$ cat config.mk
export PLATFORM = sky130hd
export DESIGN_NAME = seq_multiplier
export DESIGN_NICKNAME = d
export VERILOG_FILES = /design/src/rtl/mult_pkg.sv /design/src/rtl/seq_multiplier.sv
export SDC_FILE = /design/constraint.sdc
export NUM_CORES = 1
export LEC_CHECK = 0
export BUFFER_PORTS_ARGS = -buffer_cell sky130_fd_sc_hd__buf_2
export CAP_MARGIN = 10
export CORE_UTILIZATION = 60
export DETAILED_ROUTE_END_ITERATION = 6
export PLACE_DENSITY = 0.81
export SYNTH_ARGS = -nofsm -noshare
export SYNTH_HDL_FRONTEND = slang
export SYNTH_SLANG_ARGS = --single-unit
$ cat constraint.sdc
create_clock -name clk -period 3.6 [get_ports clk]
set_input_delay 0.36 -clock clk [delete_from_list [all_inputs] [get_ports clk]]
set_output_delay 0.36 -clock clk [all_outputs]
set_load 0.02 [all_outputs]
$ cat src/rtl/mult_pkg.sv
// ---------------------------------------------------------------------------
// mult_pkg
// Shared definitions for the sequential shift-add multiplier.
//   state_e : FSM state encoding (IDLE, RUN, DONE)
//   MULT_N  : default operand/result width
//   clog2() : ceil(log2(value)), used to size the iteration counter
// ---------------------------------------------------------------------------
package mult_pkg;

  localparam int MULT_N = 32;

  typedef enum logic [1:0] {
    IDLE = 2'd0,
    RUN  = 2'd1,
    DONE = 2'd2
  } state_e;

  // Smallest r such that 2**r >= value; the counter must hold 0..N.
  function automatic int clog2(input int value);
    int r;
    r = 0;
    for (int i = 0; i < 32; i++) begin
      if ((64'd1 << r) < 64'(value)) r = r + 1;
    end
    return r;
  endfunction

endpackage

$ cat src/rtl/seq_multiplier.sv
// ---------------------------------------------------------------------------
// seq_multiplier
// Iterative shift-add unsigned multiplier: one multiplier bit per clock.
// Returns the low N bits of A*B and an overflow flag (upper N bits non-zero).
//
// Ports:
//   clk    in   rising-edge clock
//   rst_n  in   asynchronous active-low reset
//   start  in   request, only honoured while idle
//   A      in   N-bit multiplicand, captured on the accepted start
//   B      in   N-bit multiplier, captured on the accepted start
//   busy   out  high from the cycle after start is accepted until done
//   done   out  one-cycle pulse, Res/ovf valid from this cycle
//   Res    out  low N bits of A*B, held until the next result
//   ovf    out  A*B >= 2**N
//
// Build option:
//   MULT_EARLY_TERM_EN  when defined, the run stops as soon as the remaining
//                       multiplier bits are all zero; results are unchanged.
// ---------------------------------------------------------------------------
module seq_multiplier
  import mult_pkg::*;
#(
  parameter int N = MULT_N
) (
  input  logic         clk,
  input  logic         rst_n,
  input  logic         start,
  input  logic [N-1:0] A,
  input  logic [N-1:0] B,
  output logic         busy,
  output logic         done,
  output logic [N-1:0] Res,
  output logic         ovf
);

  localparam int CW = clog2(N + 1);

  state_e           state_q;
  logic [2*N-1:0]   acc_q;
  logic [2*N-1:0]   mcand_q;
  logic [N-1:0]     mplier_q;
  logic [CW-1:0]    cnt_q;

  logic [2*N-1:0]   accSum_d;
  logic [N-1:0]     mplier_d;
  logic             lastIter;

  // The accumulator never exceeds the 2N-bit product, so the add cannot carry out.
  assign accSum_d = acc_q + mcand_q;
  assign mplier_d = mplier_q >> 1;

  // Decide whether the current RUN cycle is the final iteration.
`ifdef MULT_EARLY_TERM_EN
  assign lastIter = (cnt_q == CW'(N - 1)) || (mplier_d == '0);
`else
  assign lastIter = (cnt_q == CW'(N - 1));
`endif

  // Single FSM process: datapath registers and all outputs are registered here.
  // Res/ovf are updated only on the DONE cycle, so they stay stable while a
  // later operation is running.
  always_ff @(posedge clk or negedge rst_n) begin
    if (!rst_n) begin
      state_q  <= IDLE;
      acc_q    <= '0;
      mcand_q  <= '0;
      mplier_q <= '0;
      cnt_q    <= '0;
      busy     <= 1'b0;
      done     <= 1'b0;
      Res      <= '0;
      ovf      <= 1'b0;
    end else begin
      done <= 1'b0;
      case (state_q)
        IDLE: begin
          if (start) begin
            acc_q    <= '0;
            mcand_q  <= {{N{1'b0}}, A};
            mplier_q <= B;
            cnt_q    <= '0;
            busy     <= 1'b1;
            state_q  <= RUN;
          end
        end
        RUN: begin
          if (mplier_q[0]) acc_q <= accSum_d;
          mcand_q  <= mcand_q << 1;
          mplier_q <= mplier_d;
          cnt_q    <= cnt_q + CW'(1);
          if (lastIter) state_q <= DONE;
        end
        DONE: begin
          Res     <= acc_q[N-1:0];
          ovf     <= |acc_q[2*N-1:N];
          done    <= 1'b1;
          busy    <= 1'b0;
          state_q <= IDLE;
        end
        default: begin
          state_q <= IDLE;
          busy    <= 1'b0;
        end
      endcase
    end
  end

endmodule

==> out/qor.yml, run 1 <==
timing:
  hold_viol: 0
  tightest_slew_ns: 1.14
  setup-tns-final_ns: 0
  setup_viol_count_final: 0
  timing.final.ws_setup_ns: 0.0809
  relSlewSlack_pct: 23.7
  drv_slew: 0
  fin_crit_ns: 3.52
  max_freq_mhz: 284
  period_share_pct: 97.8
  fin_worst_skew_ns: 0.0231
synth:
  synthXorXnorAreaFrac_pct: 4.60
  postSynthCellCount: 1282
  synth-async-reset-ratio_pct: 100
  synth_cell_types: 62
  syn_nets: 1414
  synth_simple_gate_area_share_pct: 16.5
  synthMuxAreaShare_pct: 3.05
  synth_common_cells: "dfrtp_1, nand2_1, nor2_1"
  yosys.area.top_type: "dfrtp_1"
  ys_ff_latch: 203
  post-synth-top-area-fraction_pct: 44.4
  ys_warn_count: 0
  synth_top_family_by_area: "compound AO/OA/AOI/OAI gates"
  yosysMostFrequentCell: "dfrtp_1"
  avgSynthCellArea_um2: 8.92
  synth_seq_area_share_pct: 44.4
  synth_compound_area_share_pct: 21.3
  yosys-top-cells-area: "dfrtp_1, ha_1, nand2_1"
  netlist_area_um2: 11400
  synth_edf_count: 0
  synth_ff_type: "dfrtp_1"
  synthAdderAreaFrac_pct: 7.18
clock_network:
  cts_tree: "done"
  clock_latency_ns: 0.53
  clockRootBuffer: "clkbuf_16"
  clk_path_buf_depth: 3
  clk_pin_slew_ns: 0.06
  cts_buffers: 23
  htreeDepth: 1
  clock-sinks: 203
detailed_routing:
  vias: 9808
  ant_nets: 0
  wire_per_inst_um: 17.2
  avgViaCountPerCell: 6.10
  dr.pass1.iters: 5
  drtIter0Drc: 732
  drt-total-wl_um: 27600
  drc_errors: 0
global_route:
  grt_pass1_vias: 9635
  antenna_found_initial: 1
  grt_start_max_net_pins: 105
  grt_first_pass_wirelength_um: 46700
  grt-ovfl-total: 0
  grt_usage_pct: 28.9
place:
  dpl-instance-area_um2: 12100
  portBuffers: 101
  place_ws_ns: 0.0401
  detailed_place_hpwl_um: 18500
  gp_congestion: 0.929
finish:
  layout-drive-gt1-share_pct: 16.0
  fillers: 1430
  finalInstanceArea_um2: 13000
  multiInputGateArea_um2: 6080
  final_nets: 1488
  num_antenna_cells: 0
  syn2layout_area_growth_pct: 13.6
  regArea_um2: 5080
floorplanning:
  die_w_um: 140
  coreArea_um2: 18700
  die_height_um: 140
  io_pins: 102
  die-area_um2: 19600
  start_util_pct: 61.1
  rows: 50
setup_path:
  end_kind: "flip-flop"
  setup.worst_path.start_class: "flip-flop"
  worstPathArrival_ns: 3.89
  worstPathRequired_ns: 3.97
  criticalPathCategory: "flip-flop to flip-flop"
  worstPathMaxFanout: 3
power:
  p_per_area_nw_per_um2: 941
  p_leak_nw: 5.71
  vdd_drop_max_mv: 0.536
flow_run:
  maxCapViolations: 0
hold_path:
  hold_path.class: "primary input to flip-flop"
status:
  outcome: "finished, final reports clean"
registers in the layout, indices dropped and copies added, names as in the netlist:
name	flops
acc_q	64
ovf	1
busy	1
state_q	2
done	1
mplier_q	32
Res	32
cnt_q	6
mcand_q	64
cell type report:
class / instances / area share [%]
Clock inverter: 17 / 1.59
Timing Repair Buffer: 117 / 5.09
Tap cell: 234 / 2.25
Multi-Input combinational cell: 992 / 46.8
Sequential cell: 203 / 39.1
Inverter: 19 / 0.549
Clock buffer: 25 / 4.64
kinds of logic (layout without fill, tap and decap cells):
logic type / Yosys count / count (layout)
simple gates: 447 / 447
compound gates: 389 / 389
flops: 203 / 203
buf+inv: 87 / 178
fa+ha+maj: 65 / 65
xor+xnor: 60 / 60
mux: 31 / 31
per-stage QoR:
step / power (mW) / hold WS [ns] / std cells / utilization [%]
finish: 12.2 / 0.0525 / 1607 / 69.5
global route: 13.1 / 0.0523 / 1607 / 69.5
CTS: 12.1 / 0.0426 / 1605 / 69.2
detailed placement: 9.58 / 0.413 / 1562 / 64.8
global placement: 9.41 / 0.408 / 1562 / 64.8
floorplan: 8.20 / 0.0644 / 1282 / -
final timing paths:
| kind | start | endpoint | slack (ns) | depth (start not counted) |
|---|---|---|---|---|
| max in group asynchronous | rst_n | mcand_q[32] | 2.27 | 3 |
| max | mcand_q[0] | acc_q[60] | 0.08 | 14 |
| max reg2reg | mcand_q[0] | acc_q[60] | 0.08 | 14 |
| min in group asynchronous | rst_n | Res[29] | 0.41 | 2 |
| min | B[31] | mplier_q[31] | 0.05 | 3 |
| min reg2reg | Res[18] | Res[18] | 0.50 | 1 |
metal layers:
layer / up-vias / routed length [um] / track usage [%]
met5: - / 0 / 0
met4: 0 / 693 / 8.85
met3: 51 / 1750 / 4.79
met2: 313 / 12700 / 46.4
met1: 4722 / 12500 / 40.2
li1: 4722 / - / -
placed cells by master, fill, tap and decap left out, drive strengths merged, types with 8 or more instances in the layout:
master  Yosys  layout
xor2       20      20
nand2     194     194
a21oi      76      76
inv        19      21
nor3        8       8
nand4      18      18
dfrtp     203     203
o31ai      10      10
nor4       11      11
ha         64      64
clkbuf     63      26
o21ai     131     131
mux2       31      31
nand3      13      13
xnor2      40      40
o211ai      9       9
a21o       31      31
nor2      164     164
a31oi      15      15
o21bai     17      17
nor2b       9       9
buf         5     115
o22ai      63      63
worst max-delay path, cell delays in order (launching register included):
cell and delay [ns]:
dfrtp_1 0.38, ha_1 0.22, inv_1 0.07, fa_1 0.40, nor2b_1 0.23, o31ai_2 0.09
a31oi_1 0.26, a211o_1 0.21, a21o_1 0.20, a21oi_1 0.15, o32ai_1 0.59, nand2_1 0.15
o21ai_1 0.20, xnor2_1 0.14, o21ai_1 0.07
what timing repair did:
item | CTS | global route
hold buffers | 1 | 0
endpoints found under the hold margin | 69 | 0
setup endpoints to repair | 0 | 6
resized for setup | 0 | 5
setup buffers | 0 | 2
power by group:
group / internal (mW) / total (mW) / leakage [nW] / switching (mW)
sequential: 3.04 / 3.65 / 2.42 / 0.615
clock: 1.45 / 2.47 / 0.383 / 1.02
combinational: 2.51 / 6.10 / 2.91 / 3.59
Note: power is estimated with default switching activity, not from simulation.
==> run 2: changes to the inputs <==
--- a/config.mk
+++ b/config.mk
@@ -7,9 +7,11 @@
 export LEC_CHECK = 0
 export BUFFER_PORTS_ARGS = -buffer_cell sky130_fd_sc_hd__buf_2
 export CAP_MARGIN = 10
+export CORE_ASPECT_RATIO = 0.6
 export CORE_UTILIZATION = 60
 export DETAILED_ROUTE_END_ITERATION = 6
 export PLACE_DENSITY = 0.81
+export REMOVE_ABC_BUFFERS = 1
 export SYNTH_ARGS = -nofsm -noshare
 export SYNTH_HDL_FRONTEND = slang
 export SYNTH_SLANG_ARGS = --single-unit
==> run 2 against run 1 <==
  * Routed wire length grew 12%
  * Highest routed layer unchanged
  * Clock power shrank 3%
  * Combinational power grew 5.1%
  * Final cell count grew 0.68%
==> out/qor.yml, run 2 (synthesis gave the netlist of run 1 again) <==
finish:
  num_antenna_cells: 0  # unchanged
  final_nets: 1497  # was 1,488
  finalInstanceArea_um2: 13000  # about the same
  mostFrequentLayoutCells: "dfrtp_1, nand2_1, nor2_1"  # unchanged
  top_regs: "acc_q (64), mcand_q (64)"  # unchanged
  syn2layout_area_growth_pct: 13.8  # was 13.6%
  layout-drive-gt1-share_pct: 16.2  # was 16.0%
  layout_commonest_cell: "dfrtp_1"  # unchanged
  post-route-util_pct: 70.9  # was 69.5%
floorplanning:
  coreArea_um2: 18400  # was 18,700 um^2
  start_util_pct: 62.3  # was 61.1%
  die_w_um: 180  # was 140 um
  io_pins: 102  # unchanged
  rows: 38  # was 50
  die_height_um: 109  # was 140 um
  die-area_um2: 19600  # about the same
detailed_routing:
  dr.pass1.iters: 6  # was 5
  ant_nets: 0  # unchanged
  vias: 10086  # was 9,808
  avgViaCountPerCell: 6.23  # was 6.10
  drt-total-wl_um: 30800  # was 27,600 um
  drc_errors: 0  # unchanged
  drtIter0Drc: 1042  # was 732
  wire_per_inst_um: 19.0  # was 17.2 um
timing:
  period_share_pct: 98.3  # was 97.8%
  relSlewSlack_pct: 34.4  # was 23.7%
  drv_slew: 0  # unchanged
  tightest_slew_ns: 0.984  # was 1.14 ns
  setup_viol_count_final: 0  # unchanged
  fin_worst_skew_ns: 0.0115  # was 0.0231 ns
  hold_viol: 0  # unchanged
  fin_crit_ns: 3.54  # was 3.52 ns
  timing.final.ws_setup_ns: 0.0597  # was 0.0809 ns
  max_freq_mhz: 282  # was 284 MHz
clock_network:
  clock_latency_ns: 0.51  # was 0.53 ns
  htreeDepth: 1  # unchanged
  clk_path_buf_depth: 3  # unchanged
  clockRootBuffer: "clkbuf_16"  # unchanged
  clk_pin_slew_ns: 0.07  # was 0.06 ns
  cts_buffers: 20  # was 23
  clock-sinks: 203  # unchanged
  cts_tree: "done"  # unchanged
power:
  p_leak_nw: 5.75  # was 5.71 nW
  p_per_area_nw_per_um2: 961  # was 941 nW/um^2
  vdd_drop_max_mv: 0.467  # was 0.536 mV
setup_path:
  r2r_cells: 12  # was 14
  path_cells: "ha_1, a211o_1, a211oi_2, o21bai_2, a31o_4, a31oi_4, o31ai_4, a211oi_4, nor3_2, o21a_1, or4_1, a32o_1"  # was ha_1, inv_1, fa_1, nor2b_1, o31ai_2, a31oi_1, a211o_1, a21o_1, a21oi_1, o32ai_1, nand2_1, o21ai_1, xnor2_1, o21ai_1
  r2r_end: "acc_q[57]"  # was acc_q[60]
  worstPathRequired_ns: 3.99  # was 3.97 ns
  critPathMaxStageDelay_ns: 0.41  # was 0.59 ns
  cpLargestDelayFamily: "compound AO/OA/AOI/OAI gates"  # unchanged
  end_kind: "flip-flop"  # unchanged
  worstPathMaxFanout: 4  # was 3
  r2r_start: "acc_q[1]"  # was mcand_q[0]
  slowest_stage: "or4_1"  # was o32ai_1
  setup.worst_path.start_class: "flip-flop"  # unchanged
  criticalPathCategory: "flip-flop to flip-flop"  # unchanged
  worstPathArrival_ns: 3.93  # was 3.89 ns
  critPathBufInv: 0  # was 1
  reg2reg_slack_ns: 0.06  # was 0.08 ns
status:
  outcome: "finished, final reports clean"  # unchanged
global_route:
  gr-usage-met2_pct: 45.3  # was 46.4%
  use_met1_pct: 49.8  # was 40.2%
  grt_first_pass_wirelength_um: 49800  # was 46,700 um
  grt_pass1_vias: 9473  # was 9,635
  grt_usage_pct: 31.7  # was 28.9%
  grt-ovfl-total: 0  # unchanged
  grt_use_met3_pct: 6.55  # was 4.79%
  top_usage_layer: "met1"  # was met2
  grt_start_max_net_pins: 82  # was 105
  antenna_found_initial: 0  # was 1
place:
  portBuffers: 101  # unchanged
  detailed_place_hpwl_um: 21400  # was 18,500 um
  gp_congestion: 0.955  # was 0.929
  dpl-instance-area_um2: 12200  # was 12,100 um^2
  place_ws_ns: 0.0231  # was 0.0401 ns
flow_run:
  maxCapViolations: 0  # unchanged
hold_path:
  hold_path_startpoint: "B[31]"  # unchanged
  hold_path_end: "mplier_q[31]"  # unchanged
  hold_path.class: "primary input to flip-flop"  # unchanged
  hold_depth: 3  # unchanged
[run 2: cell types whose count changed in the layout (fill, tap and decap cells not counted), moves of 2 or more]
cell / previous run / this run
clkbuf_1: 0 / 2
clkinvlp_4: 5 / 2
clkbuf_16: 23 / 21
clkinv_4: 4 / 0
ha_2: 1 / 3
buf_4: 13 / 25
bufinv_16: 3 / 5
[run 2: final cells by class]
class | count | area, um^2
clock buffer | 25 | 561
clock inverter | 10 | 180
fill | 1445 | 5340
inverter | 19 | 71.3
multi-input combinational | 992 | 6060
sequential | 203 | 5080
tap | 240 | 300
timing repair buffer | 129 | 752
[run 2: power by group]
part,internal [mW],switching [mW],leakage [nW]
clock,1.46,0.935,0.358
sequential,3.04,0.651,2.42
combinational,2.61,3.80,2.97
total,7.11,5.38,5.75
[run 2: worst register-to-register path, delay by kind of cell, from the launching register on]
family	cells	cell delay, ns
and+or+nand+nor	2	0.51
adders and majority gates	1	0.32
DFF	1	0.40
AOI/OAI and AO/OA	9	2.18
[run 2: timing repair]
action,CTS,global route
setup endpoints to repair,1,6
endpoints found under the hold margin,73,0
setup buffers,0,5
pin swaps,0,7
hold buffers,1,0
gates resized for setup,1,5
[run 2: through the flow]
stage / setup TNS (ns) / std cells / power, mW / hold WS (ns)
after detailed placement: 0 / 1577 / 9.78 / 0.423
final: 0 / 1618 / 12.5 / 0.0717
after global placement: 0 / 1577 / 9.58 / 0.415
after CTS: 0 / 1613 / 12.3 / 0.0562
after floorplan: -44.52 / 1214 / 8.13 / 0.0644
after global routing: -0.0309 / 1618 / 13.3 / 0.0856
[run 2: metal layers]
| layer | routed length (um) | up-vias |
|---|---|---|
| met1 | 15100 | 4890 |
| met4 | 401 | 0 |
| met3 | 2850 | 38 |
| li1 | - | 4715 |
| met5 | 0 | - |
| met2 | 12500 | 443 |
[run 2: how the worst max path moves through the flow]
stage | from | end | slack, ns | depth (start not counted)
floorplan | state_q[1] | mcand_q[10] | -0.73 | 4
global placement | acc_q[0] | acc_q[62] | 0.15 | 15
detailed placement | mcand_q[0] | acc_q[62] | 0.02 | 15
CTS | acc_q[1] | acc_q[57] | 0.07 | 12
global route | acc_q[2] | acc_q[57] | -0.03 | 12
finish | acc_q[1] | acc_q[57] | 0.06 | 12
